### src/rtl/ttm_sync_pkg.sv
// Shared types and helpers for the pulse-synchronizer arbiter.
package ttm_sync_pkg;

    typedef enum logic [2:0] {
        ST_IDLE  = 3'd0,
        ST_ISSUE = 3'd1,
        ST_WAIT  = 3'd2,
        ST_GAP   = 3'd3,
        ST_HALT  = 3'd4
    } state_e;

    function automatic int clog2(input int n);
        int r;
        r = 0;
        for (int i = 0; i < 31; i++) begin
            if ((1 << i) < n) r = i + 1;
        end
        return r;
    endfunction

    localparam int NREQ_MAX = 8;
    // Index width that covers every legal requester count.
    localparam int ID_W = clog2(NREQ_MAX);

endpackage

### src/rtl/synch_pul_arbiter_rr_pick.sv
// Round-robin selector: first set bit of i_pending at or after i_ptr, wrapping.
module rr_pick
    import ttm_sync_pkg::*;
#(
    parameter int NREQ = 4,
    parameter int IW   = clog2(NREQ)
) (
    input  logic [NREQ-1:0] i_pending,
    input  logic [IW-1:0]   i_ptr,
    output logic            o_valid,
    output logic [IW-1:0]   o_idx
);

    int          w_j;
    logic [IW-1:0] w_jx;

    // Scan farthest-first so the candidate closest to the pointer is written last.
    always_comb begin
        o_valid = 1'b0;
        o_idx   = '0;
        w_j     = 0;
        w_jx    = '0;
        for (int k = NREQ - 1; k >= 0; k--) begin
            w_j = int'(i_ptr) + k;
            if (w_j >= NREQ) w_j = w_j - NREQ;
            w_jx = IW'(w_j);
            if (i_pending[w_jx]) begin
                o_valid = 1'b1;
                o_idx   = w_jx;
            end
        end
    end

endmodule

### src/rtl/synch_pul_arbiter.sv
// Shares one pulsef/donef synchronizer channel between NREQ fast-domain requesters,
// one buffered event per requester, round-robin grant, one pulse in flight at a time.
module synch_pul_arbiter
    import ttm_sync_pkg::*;
#(
    parameter int NREQ  = 4,
    parameter int DW    = 16,
    parameter int TMO_W = 10
) (
    input  logic                   ckf,
    input  logic                   resetnf,
    input  logic                   en,
    input  logic [NREQ-1:0]        req_pulse,
    input  logic [NREQ*DW-1:0]     req_data,
    input  logic                   clr_flags,
    output logic [NREQ-1:0]        pending,
    output logic [NREQ-1:0]        ovf,
    output logic                   tmo_err,
    output logic                   sync_pulsef,
    input  logic                   sync_donef,
    output logic [DW-1:0]          xfer_data,
    output logic [clog2(NREQ)-1:0] xfer_id,
    output logic                   busy,
    output state_e                 dbg_state
);

    localparam int IW = clog2(NREQ);

    // Handshake: sync_pulsef is high for exactly one cycle (ISSUE); xfer_data/xfer_id stay
    // stable until sync_donef is seen in WAIT; sync_donef in any other state is ignored.
    state_e            r_state, w_state_nxt;
    logic [NREQ-1:0]   r_pending, r_ovf;
    logic [DW-1:0]     r_buf [NREQ];
    logic              r_tmo_err;
    logic [IW-1:0]     r_ptr, r_xfer_id;
    logic [DW-1:0]     r_xfer_data;
    logic [TMO_W-1:0]  r_tmo_cnt, w_cnt_inc;
    logic              w_pick_valid, w_grant, w_tmo_hit;
    logic [IW-1:0]     w_pick_idx;
    logic [NREQ-1:0]   w_grant_vec, w_capture, w_drop;

    rr_pick #(.NREQ(NREQ), .IW(IW)) u_rr_pick (
        .i_pending (r_pending),
        .i_ptr     (r_ptr),
        .o_valid   (w_pick_valid),
        .o_idx     (w_pick_idx)
    );

    always_comb begin
        w_grant     = (r_state == ST_IDLE) & en & w_pick_valid;
        w_grant_vec = '0;
        if (w_grant) w_grant_vec[w_pick_idx] = 1'b1;
        // A slot being granted this cycle is free to take a new event.
        w_capture   = req_pulse & (~r_pending | w_grant_vec);
        w_drop      = req_pulse & r_pending & ~w_grant_vec;
        w_cnt_inc   = r_tmo_cnt + TMO_W'(1);
        w_tmo_hit   = (r_state == ST_WAIT) & ~sync_donef & (w_cnt_inc == '1);
    end

    always_comb begin
        w_state_nxt = r_state;
        case (r_state)
            ST_IDLE:  if (w_grant) w_state_nxt = ST_ISSUE;
            ST_ISSUE: w_state_nxt = ST_WAIT;
            ST_WAIT: begin
                if (sync_donef)     w_state_nxt = ST_GAP;
                else if (w_tmo_hit) w_state_nxt = ST_HALT;
            end
            ST_GAP:   w_state_nxt = ST_IDLE;
            ST_HALT:  if (clr_flags) w_state_nxt = ST_IDLE;
            default:  w_state_nxt = ST_IDLE;
        endcase
    end

    always_ff @(posedge ckf or negedge resetnf) begin
        if (!resetnf) r_state <= ST_IDLE;
        else          r_state <= w_state_nxt;
    end

    always_ff @(posedge ckf or negedge resetnf) begin
        if (!resetnf) begin
            r_pending   <= '0;
            r_ovf       <= '0;
            r_tmo_err   <= 1'b0;
            r_ptr       <= '0;
            r_xfer_id   <= '0;
            r_xfer_data <= '0;
            r_tmo_cnt   <= '0;
            for (int i = 0; i < NREQ; i++) r_buf[i] <= '0;
        end else begin
            r_pending <= (r_pending & ~w_grant_vec) | w_capture;
            r_ovf     <= (r_ovf & ~{NREQ{clr_flags}}) | w_drop;
            r_tmo_err <= (r_tmo_err & ~clr_flags) | w_tmo_hit;
            for (int i = 0; i < NREQ; i++) begin
                if (w_capture[i]) r_buf[i] <= req_data[i*DW +: DW];
            end
            if (w_grant) begin
                r_xfer_id   <= w_pick_idx;
                r_xfer_data <= r_buf[w_pick_idx];
                r_ptr       <= (w_pick_idx == IW'(NREQ - 1)) ? '0 : w_pick_idx + IW'(1);
            end
            if (r_state == ST_ISSUE)                    r_tmo_cnt <= '0;
            else if (r_state == ST_WAIT && !sync_donef) r_tmo_cnt <= w_cnt_inc;
        end
    end

    assign pending     = r_pending;
    assign ovf         = r_ovf;
    assign tmo_err     = r_tmo_err;
    assign xfer_id     = r_xfer_id;
    assign xfer_data   = r_xfer_data;
    assign sync_pulsef = (r_state == ST_ISSUE);
    assign busy        = (r_state == ST_ISSUE) | (r_state == ST_WAIT);
    assign dbg_state   = r_state;

endmodule

### config.mk
export PLATFORM = sky130hd
export DESIGN_NAME = synch_pul_arbiter
export DESIGN_NICKNAME = d
export VERILOG_FILES = /design/src/rtl/ttm_sync_pkg.sv /design/src/rtl/synch_pul_arbiter_rr_pick.sv /design/src/rtl/synch_pul_arbiter.sv
export SDC_FILE = /design/constraint.sdc
export NUM_CORES = 1
export LEC_CHECK = 0
export BUFFER_PORTS_ARGS = -buffer_cell sky130_fd_sc_hd__buf_2
export CORE_MARGIN = 2
export CORE_UTILIZATION = 55
export CTS_BUF_LIST = sky130_fd_sc_hd__clkbuf_4
export CTS_CLUSTER_SIZE = 28
export DETAILED_ROUTE_END_ITERATION = 7
export PLACE_DENSITY = 0.9
export RECOVER_POWER = 50
export SLEW_MARGIN = 20
export SYNTH_ARGS = -nofsm -noshare
export SYNTH_HDL_FRONTEND = slang
export SYNTH_SLANG_ARGS = --single-unit
export TNS_END_PERCENT = 1
### constraint.sdc
create_clock -name ckf -period 5.19 [get_ports ckf]
set_input_delay 0.2595 -clock ckf [delete_from_list [all_inputs] [get_ports ckf]]
set_output_delay 0.2595 -clock ckf [all_outputs]
set_load 0.01 [all_outputs]
==> impl_metrics.json <==
{
  "outcome": "finished, violations left",
  "violations": "max-capacitance violations, max-slew violations",
  "yosys_warnings": 0,
  "ant_nets": 0,
  "dpl_worst_slack_ns": 1.83,
  "rsz0062_at_grt": "no",
  "worst_setup_path_start_kind": "flip-flop",
  "setup_viol": 0,
  "max_freq_mhz": 292,
  "cts.sinks": 106,
  "grt_max_degree": 73,
  "combPwrFrac": 0.451,
  "power_density_nw_per_um2": 536,
  "grt_pass1_wl_microns": 18400,
  "htree_levels": 3,
  "area_growth_pct": 21.6,
  "wirelength_microns": 12300,
  "utilization": 0.698,
  "tightest_slew_ns": 1.86,
  "grt_usage": 0.242,
  "synthMuxAreaShare": 0.240,
  "pin_count": 105,
  "power_switching_w": 0.00123,
  "max_stage_delay_ns": 0.84,
  "synth_xor_area_frac": 0.00693,
  "critPathMaxFanout": 18,
  "seq_area_frac_synth": 0.525,
  "synth-compound-area-share": 0.0946,
  "power.internal_w": 0.00207,
  "yosysUniqueCellTypes": 47,
  "ys.flop_type": "dfrtp_1",
  "clock_path_buffers": 2,
  "crit_slowest_cell": "nand2b_1",
  "p_sw_frac": 0.372,
  "synth_fp_nets": 469,
  "crit_path_frequent_cell": "mux2_2",
  "timing_worst_setup_path_type": "reg2reg",
  "crit_chain": "mux2_2, o221ai_4, inv_1, ha_1, a21oi_2, nand2b_1, mux2_2",
  "antenna_found_initial": 0,
  "tns_ns": 0,
  "clkPwrFrac": 0.117,
  "wl_per_cell_microns": 19.1,
  "insertedDiodeCount": 0,
  "p_leak_nw": 2.99,
  "first_pass_iters": 5,
  "drv_cap": 1,
  "start_util": 0.574,
  "worstSetupEndpointType": "flip-flop",
  "cts_root_buffer": "clkbuf_4",
  "ir_drop_v": 0.000257,
  "syn_inst": 390,
  "fp-row-count": 34,
  "period_share": 0.659,
  "timing.final.ws_setup_ns": 1.77,
  "cts_tree": "yes",
  "num_vias": 3714,
  "hpwl_microns": 8010,
  "synth_edf_count": 0,
  "timing.final.max_slew_violations": 36,
  "die-area_sq_um": 9970,
  "port_buffers": 104,
  "finClkSkew_ns": 0.0169,
  "core_sq_um": 8810,
  "seqPwrFrac": 0.432,
  "chipWidth_microns": 99.9,
  "postSynthAreaPerCell_sq_um": 13.0,
  "num-nets-final": 614,
  "drc": 0,
  "critPathArrivalTime_ns": 3.79,
  "numCtsBuffers": 9,
  "synthAdderAreaFrac": 0.0149,
  "die_h_microns": 99.9,
  "via_per_inst": 5.73,
  "synth_seq_cells": 106,
  "placed_cell_area_sq_um": 5550,
  "drtIter0Drc": 247,
  "synth_simple_gate_area_frac": 0.0683,
  "place_congestion": 0.930,
  "hold_class": "in2reg",
  "netlist_area_sq_um": 5050,
  "clkLatencyLatePin_ns": 0.48,
  "synth_top_family_by_area": "multiplexers",
  "path_clk_slew_ns": 0.16,
  "grt_overflow": 0,
  "design_area_sq_um": 6140,
  "p_total_w": 0.00329,
  "first_global_vias": 3563,
  "async_flop_share": 1.00,
  "timing.final.hold_violations": 0,
  "drive_gt1_frac": 0.311,
  "relSlewSlack": -0.238,
  "worstPathRequired_ns": 5.56,
  "period_needed_ns": 3.42
}
## what timing repair did
item,CTS,global route
endpoints found under the hold margin,81,41
gates resized for setup,0,0
buffers inserted,0,0
hold buffers,11,41
## state kept, by name, summed over array words and instances (netlist names)
signal / cells
r_buf: 64
xfer_data: 16
r_tmo_cnt: 10
ovf: 4
pending: 4
dbg_state: 3
r_ptr: 2
xfer_id: 2
tmo_err: 1
## final timing paths
check,start,to,slack (ns),depth (start not counted)
hold reg to reg,xfer_id[0],xfer_id[0],0.52,2
setup / recovery,r_ptr[1],r_buf[47],1.77,7
min in group asynchronous,resetnf,xfer_data[0],0.43,2
setup reg to reg,r_ptr[1],r_buf[47],1.77,7
max in group asynchronous,resetnf,r_tmo_cnt[5],2.54,3
hold / removal,req_data[14],r_buf[62],0.02,2
## power by group through the flow
| stage | clock (W) | sequential [W] | combinational [W] |
|---|---|---|---|
| floorplan | 0 | 0.00137 | 0.00112 |
| global placement | 0 | 0.00139 | 0.00139 |
| detailed placement | 0 | 0.00142 | 0.00146 |
| CTS | 0.000386 | 0.00141 | 0.00147 |
| global route | 0.000424 | 0.00146 | 0.00160 |
| finish | 0.000384 | 0.00142 | 0.00149 |
## worst max-delay path, delay by kind of cell, from the launching register on
family                     cells  cell delay, ns
AOI/OAI and AO/OA              2            0.76
adders and majority gates      1            0.26
buffers and inverters          1            0.19
DFF                            1            0.46
muxes                          2            0.80
and+or+nand+nor                1            0.84
## metal layers
metal  vias to the layer above  routed length [microns]  track usage
met1                      1864                     5120        0.329
met3                        26                      682       0.0508
li1                       1678                        -            -
met2                       146                     6230        0.383
met5                         -                        0            0
met4                         0                      312       0.0969
## synth_stat cells, types with 3 or more instances
cell         n  area (sq um)
mux2_4      40           601
nor3_1       4          20.0
dfrtp_1    106          2650
clkbuf_1     9          33.8
nand4_1      3          18.8
buf_12       4          80.1
inv_1       14          52.6
nand2_1     19          71.3
o21ai_0     32           160
buf_6        5          56.3
mux2i_1     33           330
ha_1         6          75.1
or2_2        4          25.0
nor2_1      12          45.0
nand3_1      3          15.0
a21oi_1      4          20.0
nor2b_1      3          18.8
nand2b_1     6          37.5
and3_1       4          25.0
a2bb2oi_1   16           140
buf_2        5          25.0
mux2_2      25           282
## layout by cell type, fill, tap and decap left out, types with 2 or more instances in the layout
cell type,n
ha_1,6
dlygate4sd3_1,52
buf_4,2
inv_6,3
or4_1,2
buf_2,73
a2bb2oi_1,16
nor2b_1,3
clkbuf_4,9
o41ai_1,2
dfrtp_1,106
nand2_1,19
a21boi_2,2
clkinv_2,3
nor3_1,4
a21boi_0,2
xnor2_1,2
mux2_2,25
mux2_4,40
o21ai_0,32
a21oi_1,4
o31ai_1,2
mux2i_1,33
nand4_1,3
and3_1,4
or2_2,4
nor2_1,12
inv_1,14
nand2b_1,5
a21oi_2,2
clkbuf_1,31
xor2_1,2
nand3_1,3
## area by class of cell
cell class / instances / area [sq um]
fill: 599 / 2660
sequential: 106 / 2650
multi-input combinational: 246 / 2170
timing repair buffer: 158 / 1020
tap: 108 / 135
clock buffer: 9 / 67.6
inverter: 14 / 52.6
clock inverter: 7 / 50.0
## kinds of logic after synthesis
logic type,Yosys count
fa+ha+maj,6
buf+inv,38
compound gates,71
simple gates,67
xor+xnor,4
flops,106
mux,98
## metrics by stage
stage	hold WS, ns	std cells
after floorplan	-0.0361	390
after global placement	0.428	580
after detailed placement	0.436	580
after CTS	0.000734	607
after global routing	-0.00784	648
final	0.0167	648
Power figures use the tool's default switching activity.
